### src/rtl/scan_mux_nx1.sv
// scan_mux_nx1
// N-channel, WIDTH-bit registered multiplexer with a built-in channel
// sequencer. It supports manual select, free-running auto-scan, hold and
// single-sweep modes, with a channel-enable mask and a per-channel dwell time.
//
// Ports:
//   clock       rising-edge clock
//   reset_b     asynchronous active-low reset
//   mode        00 manual, 01 auto-scan, 10 hold, 11 single-sweep
//   sel_in      channel select used in manual mode
//   en_mask     bit i enables channel i for scan/sweep
//   start       one-cycle pulse that launches a sweep in mode 11
//   d           packed channels, channel i = d[i*WIDTH +: WIDTH]
//   y           registered selected data
//   sel_out     channel index currently driving y
//   valid       y holds legal selected data
//   sweep_done  one-cycle pulse at the end of a sweep
//   fsm_state   sweep FSM state (00 idle, 01 sweep, 10 done) for observation
//
// Handshake: there is no flow control. start is sampled on a rising edge only
// while mode is 11 and the sweep FSM is idle; sweep_done is high for exactly
// the one cycle the FSM spends in DONE (or the cycle after a start with an
// empty mask).
module scan_mux_nx1 #(
    parameter int  N_CH  = 4,
    parameter int  WIDTH = 1,
    parameter int  DWELL = 1,
    localparam int SEL_W = $clog2(N_CH)
) (
    input  logic                  clock,
    input  logic                  reset_b,
    input  logic [1:0]            mode,
    input  logic [SEL_W-1:0]      sel_in,
    input  logic [N_CH-1:0]       en_mask,
    input  logic                  start,
    input  logic [N_CH*WIDTH-1:0] d,
    output logic [WIDTH-1:0]      y,
    output logic [SEL_W-1:0]      sel_out,
    output logic                  valid,
    output logic                  sweep_done,
    output logic [1:0]            fsm_state
);

    localparam int               CNT_W    = $clog2(DWELL + 1);
    localparam logic [CNT_W-1:0] CNT_LAST = CNT_W'(DWELL - 1);

    localparam logic [1:0] MODE_MANUAL = 2'b00;
    localparam logic [1:0] MODE_AUTO   = 2'b01;
    localparam logic [1:0] MODE_HOLD   = 2'b10;
    localparam logic [1:0] MODE_SWEEP  = 2'b11;

    typedef enum logic [1:0] {
        S_IDLE  = 2'b00,
        S_SWEEP = 2'b01,
        S_DONE  = 2'b10
    } sweep_state_t;

    sweep_state_t     state, state_n;
    logic [CNT_W-1:0] dwell_cnt, dwell_cnt_n;
    logic [1:0]       mode_q;
    logic [WIDTH-1:0] y_n;
    logic [SEL_W-1:0] sel_n;
    logic             valid_n;
    logic             done_n;

    // Sequencer helpers
    logic             any_en;
    logic [SEL_W-1:0] low_idx;
    logic             above_found;
    logic [SEL_W-1:0] above_idx;
    logic             cur_en;
    logic             in_range;
    logic             entering_auto;
    logic             step_adv;
    logic [SEL_W-1:0] step_idx;

    // Channel extraction guarded against indices >= N_CH (possible when
    // N_CH is not a power of two); an illegal index reads as zero.
    function automatic logic [WIDTH-1:0] chan(input logic [SEL_W-1:0] idx,
                                              input logic [N_CH*WIDTH-1:0] dv);
        logic [WIDTH-1:0] r;
        r = '0;
        for (int i = 0; i < N_CH; i++) begin
            if (int'(idx) == i) r = dv[i*WIDTH +: WIDTH];
        end
        return r;
    endfunction

    assign fsm_state = state;

    // State register: every piece of state lives here.
    always_ff @(posedge clock or negedge reset_b) begin
        if (!reset_b) begin
            y          <= '0;
            sel_out    <= '0;
            valid      <= 1'b0;
            sweep_done <= 1'b0;
            dwell_cnt  <= '0;
            state      <= S_IDLE;
            mode_q     <= MODE_MANUAL;
        end else begin
            y          <= y_n;
            sel_out    <= sel_n;
            valid      <= valid_n;
            sweep_done <= done_n;
            dwell_cnt  <= dwell_cnt_n;
            state      <= state_n;
            mode_q     <= mode;
        end
    end

    // Enabled-channel search: lowest enabled index, and the lowest enabled
    // index strictly above the current one. Scanning downward lets the last
    // hit be the lowest match.
    always_comb begin
        any_en      = |en_mask;
        low_idx     = '0;
        above_found = 1'b0;
        above_idx   = '0;
        cur_en      = 1'b0;
        for (int i = N_CH - 1; i >= 0; i--) begin
            if (en_mask[i]) begin
                low_idx = SEL_W'(i);
                if (i > int'(sel_out)) begin
                    above_found = 1'b1;
                    above_idx   = SEL_W'(i);
                end
            end
            if (int'(sel_out) == i) cur_en = en_mask[i];
        end
        in_range      = (int'(sel_in) < N_CH);
        entering_auto = (mode == MODE_AUTO) && (mode_q != MODE_AUTO);
        // Leave the current channel when its dwell expires, or at once if
        // it is (or has become) disabled.
        step_adv      = !cur_en || (dwell_cnt == CNT_LAST);
        step_idx      = above_found ? above_idx : low_idx;
    end

    // Next-state and output logic.
    always_comb begin
        y_n         = y;
        sel_n       = sel_out;
        valid_n     = valid;
        done_n      = 1'b0;
        dwell_cnt_n = dwell_cnt;
        state_n     = S_IDLE;   // any mode other than 11 aborts a sweep

        case (mode)
            MODE_MANUAL: begin
                sel_n       = sel_in;
                dwell_cnt_n = '0;
                if (in_range) begin
                    y_n     = chan(sel_in, d);
                    valid_n = 1'b1;
                end else begin
                    y_n     = '0;
                    valid_n = 1'b0;
                end
            end

            MODE_AUTO: begin
                if (!any_en) begin
                    valid_n     = 1'b0;
                    dwell_cnt_n = '0;
                end else if (entering_auto && cur_en) begin
                    // Fresh dwell on the channel we arrived on.
                    dwell_cnt_n = '0;
                    y_n         = chan(sel_out, d);
                    valid_n     = 1'b1;
                end else if (step_adv) begin
                    sel_n       = step_idx;
                    dwell_cnt_n = '0;
                    y_n         = chan(step_idx, d);
                    valid_n     = 1'b1;
                end else begin
                    dwell_cnt_n = dwell_cnt + CNT_W'(1);
                    y_n         = chan(sel_out, d);
                    valid_n     = 1'b1;
                end
            end

            MODE_HOLD: begin
                // Everything frozen; defaults already hold.
            end

            MODE_SWEEP: begin
                case (state)
                    S_IDLE: begin
                        state_n = S_IDLE;
                        if (start) begin
                            if (any_en) begin
                                sel_n       = low_idx;
                                dwell_cnt_n = '0;
                                y_n         = chan(low_idx, d);
                                valid_n     = 1'b1;
                                state_n     = S_SWEEP;
                            end else begin
                                // Nothing to sweep: report completion at once.
                                done_n  = 1'b1;
                                valid_n = 1'b0;
                            end
                        end
                    end

                    S_SWEEP: begin
                        state_n = S_SWEEP;
                        if (!any_en) begin
                            valid_n = 1'b0;
                            done_n  = 1'b1;
                            state_n = S_DONE;
                        end else if (step_adv) begin
                            if (above_found) begin
                                sel_n       = above_idx;
                                dwell_cnt_n = '0;
                                y_n         = chan(above_idx, d);
                                valid_n     = 1'b1;
                            end else begin
                                // Last enabled channel finished: no wrap.
                                dwell_cnt_n = '0;
                                done_n      = 1'b1;
                                state_n     = S_DONE;
                            end
                        end else begin
                            dwell_cnt_n = dwell_cnt + CNT_W'(1);
                            y_n         = chan(sel_out, d);
                            valid_n     = 1'b1;
                        end
                    end

                    S_DONE: begin
                        state_n = S_IDLE;
                    end

                    default: begin
                        state_n = S_IDLE;
                    end
                endcase
            end

            default: begin
            end
        endcase
    end

endmodule

### config.mk
export PLATFORM = sky130hd
export DESIGN_NAME = scan_mux_nx1
export DESIGN_NICKNAME = d
export VERILOG_FILES = /design/src/rtl/scan_mux_nx1.sv
export SDC_FILE = /design/constraint.sdc
export NUM_CORES = 1
export LEC_CHECK = 0
export BUFFER_PORTS_ARGS = -buffer_cell sky130_fd_sc_hd__buf_2
export CAP_MARGIN = 20
export CORE_UTILIZATION = 55
export CTS_BUF_LIST = sky130_fd_sc_hd__clkbuf_4
export DETAILED_ROUTE_END_ITERATION = 16
export PLACE_DENSITY = 0.81
export SYNTH_ARGS = -nofsm -noshare
export SYNTH_HDL_FRONTEND = slang
export SYNTH_SLANG_ARGS = --single-unit
### constraint.sdc
create_clock -name clock -period 4.2 [get_ports clock]
set_input_delay 1.05 -clock clock [delete_from_list [all_inputs] [get_ports clock]]
set_output_delay 1.05 -clock clock [all_outputs]
set_load 0.03 [all_outputs]
## Yosys cells after proc, flatten, opt, wreduce, memory -nomap -nowiden

Cells that the tools add are included.

- Flip-flop bits (word level): 10
- Bits of input ports: 15
- Output and inout port bits: 7
- Word-level logic and storage cells: 149

- $add $sub $neg: 1
- Order comparisons: 3
- Equal/unequal tests: 30
- Muxes and demuxes: 90
- Bitwise gates (word level): 1
- Reduce and logical (&&, ||, !) cells: 17

Operator list:

| operator | count |
|---|---|
| $mux 1 | 57 |
| $mux 2 | 23 |
| $eq 2x2->1 const B | 11 |
| $ne 3x3->1 const B | 5 |
| $eq 2x1->1 const B | 7 |
| $logic_not 2->1 | 7 |
| $reduce_and 10->1 | 1 |
| $pmux 1 s3 | 3 |
| $pmux 1 s2 | 4 |
| $pmux 2 s2 | 2 |
| $reduce_and 7->1 | 1 |
| $ne 2x2->1 const B | 3 |
| $pmux 2 s3 | 1 |
| $ne 5x5->1 const B | 1 |
| $reduce_and 5->1 | 1 |
| $gt 2x2->1 const A | 2 |
| $ne 4x4->1 const B | 1 |
| $reduce_and 4->1 | 1 |
| $reduce_or 4->1 | 1 |
| $ne 3x2->1 const B | 1 |
| $reduce_bool 3->1 | 1 |
| $gt 1x2->1 const A | 1 |
| $logic_and 1x1->1 | 2 |
| $ne 2x1->1 const B | 1 |
| other kinds (4) | 4 |

## Logic depth before layout (Yosys ltp)

- Depth after elaboration: 17
- Gate-level depth with buffers: 7
- Depth with buffers taken out: 6

## Worst setup path after synthesis

OpenSTA, ideal clock, no wires.

- Path type: input -> register
- Start: input port en_mask[0]
- End: register y
- Library setup time: 0.125 ns
- Arrival time: 2.448 ns
- Slack: 1.627 ns
- Stages on the path: 6
- Path through: or2_1 -> a311oi_2 -> mux2i_1 -> mux2i_1 -> a211o_1 -> mux2_4

- Word-level cells in the longest chain between the ends: 11
- Elaborated cells on any way between the ends: 37

RTL lines:

| item | RTL line | RTL |
|---|---|---|
| start, declared | 34 | `input logic [N_CH-1:0] en_mask,` |
| $mux 2 | 122 | `if (en_mask[i]) begin` |
| $mux 2 | 136 | `step_idx = above_found ? above_idx : low_idx;` |
| $logic_not 2->1 | 84 | `if (int'(idx) == i) r = dv[i*WIDTH +: WIDTH];` |
| $mux 1 (4 in series) | 84 |  |
| $mux 1 | 170 | `end else if (step_adv) begin` |
| $mux 1 | 165 | `end else if (entering_auto && cur_en) begin` |
| $mux 1 | 162 | `if (!any_en) begin` |
| $pmux 1 s3 | 148 | `case (mode)` |
| end signal, assigned | 102 | `y <= y_n;` |
| end, declared | 37 | `output logic [WIDTH-1:0] y,` |

Several ways; a longest one is shown, not always the timed one. The select of a mux whose other input is x is not followed.
A chain may end at the register's enable or synchronous reset.

## Worst setup path in the final report

Ends and elaborated chain as after synthesis.

==> impl_metrics.json <==
{
  "finalHoldViolCount": 0,
  "ctsHoldBuffers": 0,
  "power-per-cell-area_nw_per_um2": 291,
  "wirelength_um": 2290,
  "cts.clk_slew.worst_paths_ns": 0.06,
  "finalSetupViolations": 0,
  "worstSetupPathType": "primary input to flip-flop",
  "synth_cell_types": 47,
  "setup-tns-final_ns": 0,
  "drtPass1Iterations": 10,
  "cts_setup_buffers": 0,
  "arrival_ns": 2.69,
  "fin_crit_ns": 2.54,
  "ys_seq_area_share_pct": 26.5,
  "clk_latency_ns": 0.26,
  "ys_seq_elements": 10,
  "initial_core_util_pct": 60.6,
  "drt_iter0_markers": 40,
  "crit_required_ns": 4.34,
  "critPathLaunchType": "primary input",
  "fp-row-count": 14,
  "die_x_um": 43.4,
  "crit_buf_inv": 1,
  "cts_buffers": 3,
  "drv_cap": 0,
  "hold_start": "y",
  "fin_crit_sh_pct": 60.6,
  "cts-root-buf": "clkbuf_4",
  "max_slew_margin_pct": 70.1,
  "drive_above_1_share_pct": 27.3,
  "grt_max_degree": 16,
  "h-tree-depth": 1,
  "critPathSlowestCell": "a311oi_2",
  "ant_nets": 0,
  "crit_chain": "buf_2, or2_1, a311oi_2, mux2i_1, mux2i_1, a211o_1, mux2_4",
  "path_max_fanout": 7,
  "synth-main-ff-cell": "dfrtp_1",
  "cpPeakStageDelay_ns": 0.36,
  "fillerInstances": 136,
  "via_count": 935,
  "rsz0062_at_grt": "no",
  "area_growth_pct": 12.6,
  "fin_worst_skew_ns": 0.00236,
  "synth_edf_count": 0,
  "critPathCaptureType": "flip-flop",
  "finalMaxSlewViolations": 0,
  "reg2reg_from": "sel_out[0]",
  "final_area_um2": 1060,
  "core_um2": 1560,
  "num-nets-final": 145,
  "grt_overflow_total": 0,
  "syn-num-nets": 124,
  "worst_pin_slew_ns": 0.449,
  "whs_ns": 0.540,
  "antenna_found_initial": 0,
  "grt_pass1_vias": 833,
  "yosys_warnings": 0,
  "grt_usage_pct": 26.0,
  "leakagePower_nw": 0.491,
  "fmax_ghz": 0.393,
  "fp.dieArea_um2": 1890,
  "drc": 2,
  "post_cts_resize_count": 0,
  "cts_sinks": 10,
  "grt_pass1_wl_um": 3660,
  "cp_common_cell": "mux2i_1",
  "critPathLaunch": "en_mask[0]",
  "wl_per_cell_um": 15.9,
  "cpLargestDelayFamily": "compound AO/OA/AOI/OAI gates",
  "peakVddDrop_mv": 0.262,
  "violations": "design-rule violations",
  "viasPerCell": 6.49,
  "hold_class": "flip-flop to flip-flop",
  "status": "finished, violations left",
  "syn_avg_cell_area_um2": 8.67,
  "cts_tree": "yes",
  "gp_congestion": 0.940,
  "synth_area_um2": 945,
  "ios": 22,
  "syn_inst": 109,
  "port_buffers": 21,
  "fin_util_pct": 68.2,
  "dieHeight_um": 43.4,
  "clockBufferDepth": 2,
  "diodes": 0,
  "placed_cell_area_um2": 1040,
  "async_flop_share_pct": 100,
  "dp_hpwl_um": 1820
}
-- power by group --
| part | switching [W] | internal, W |
|---|---|---|
| sequential | 0.0000170 | 0.000104 |
| combinational | 0.0000707 | 0.0000569 |
| clock | 0.0000282 | 0.0000328 |
| total | 0.000116 | 0.000194 |
-- sequential cells by signal, summed over array words and instances (netlist names) --
register,cells
dwell_cnt,1
fsm_state,2
sweep_done,1
valid,1
mode_q,2
y,1
sel_out,2
-- final timing paths --
check,to,slack (ns),cells after the start
max,y,1.66,7
min reg2reg,y,0.54,1
max in group asynchronous,y,3.38,1
min,y,0.54,1
min in group asynchronous,fsm_state[0],0.64,1
max reg2reg,y,2.11,5
-- worst reg2reg max path, cell delays in order (launching register included) --
cell and delay (ns):
dfrtp_1 0.56, mux4_2 0.60, nand2_1 0.16, and4b_4 0.30, a21oi_2 0.07, mux2_4 0.29
-- synthesized netlist by cell type (2+ instances only) --
cell type  instances  area, um^2
dfrtp_1           10         250
a21oi_1            8        40.0
nor2_1             8        30.0
inv_1              7        26.3
nand2b_1           6        37.5
nor2b_1            6        37.5
nand2_1            5        18.8
o21ai_0            5        25.0
nand4_1            4        25.0
a31oi_1            3        18.8
mux2i_1            3        30.0
nand3_1            3        15.0
buf_2              2        10.0
clkbuf_1           2        7.51
mux4_2             2        45.0
o211ai_1           2        15.0
o21ai_1            2        10.0
o21bai_1           2        15.0
-- cell families (layout without fill, tap and decap cells) --
family | Yosys count | after routing | share of synthesized area [%]
and+or+nand+nor | 40 | 40 | 24.4
AOI/OAI and AO/OA | 38 | 38 | 28.6
DFF | 10 | 10 | 26.5
buffers and inverters | 12 | 31 | 5.83
muxes | 9 | 9 | 14.7
-- per-stage QoR --
step | total power [W] | setup slack [ns] | std cells
floorplan | 0.000217 | 1.63 | 109
global placement | 0.000247 | 1.43 | 141
detailed placement | 0.000250 | 1.38 | 141
CTS | 0.000311 | 1.66 | 144
global route | 0.000330 | 1.60 | 144
finish | 0.000310 | 1.66 | 144
-- cell usage in the layout (no fill, tap or decap), drive strengths merged, types with 2 or more instances in the layout --
cell	netlist	final
buf	3	21
dfrtp	10	10
a21oi	9	9
nor2	8	8
inv	7	7
o21ai	7	7
nor2b	6	6
nand2b	6	6
nand2	5	5
nand4	4	4
nand3	3	3
a31oi	3	3
mux2i	3	3
clkbuf	2	3
mux4	3	3
mux2	3	3
o21bai	2	2
o211ai	2	2
or2	2	2
nor3	2	2
o311ai	2	2
-- cell type report --
class / count / area (um^2) / area share, %
Timing Repair Buffer: 21 / 105 / 9.88
Sequential cell: 10 / 250 / 23.5
Tap cell: 16 / 20.0 / 1.88
Inverter: 7 / 26.3 / 2.47
Multi-Input combinational cell: 87 / 639 / 60.1
Clock buffer: 3 / 22.5 / 2.12
-- layer usage --
metal,vias up,track usage [%],wire (um)
li1,458,-,-
met5,-,0,0
met3,4,7.08,164
met2,44,42.7,1090
met1,429,34.0,1010
met4,0,6.25,21
Power figures use the tool's default switching activity.
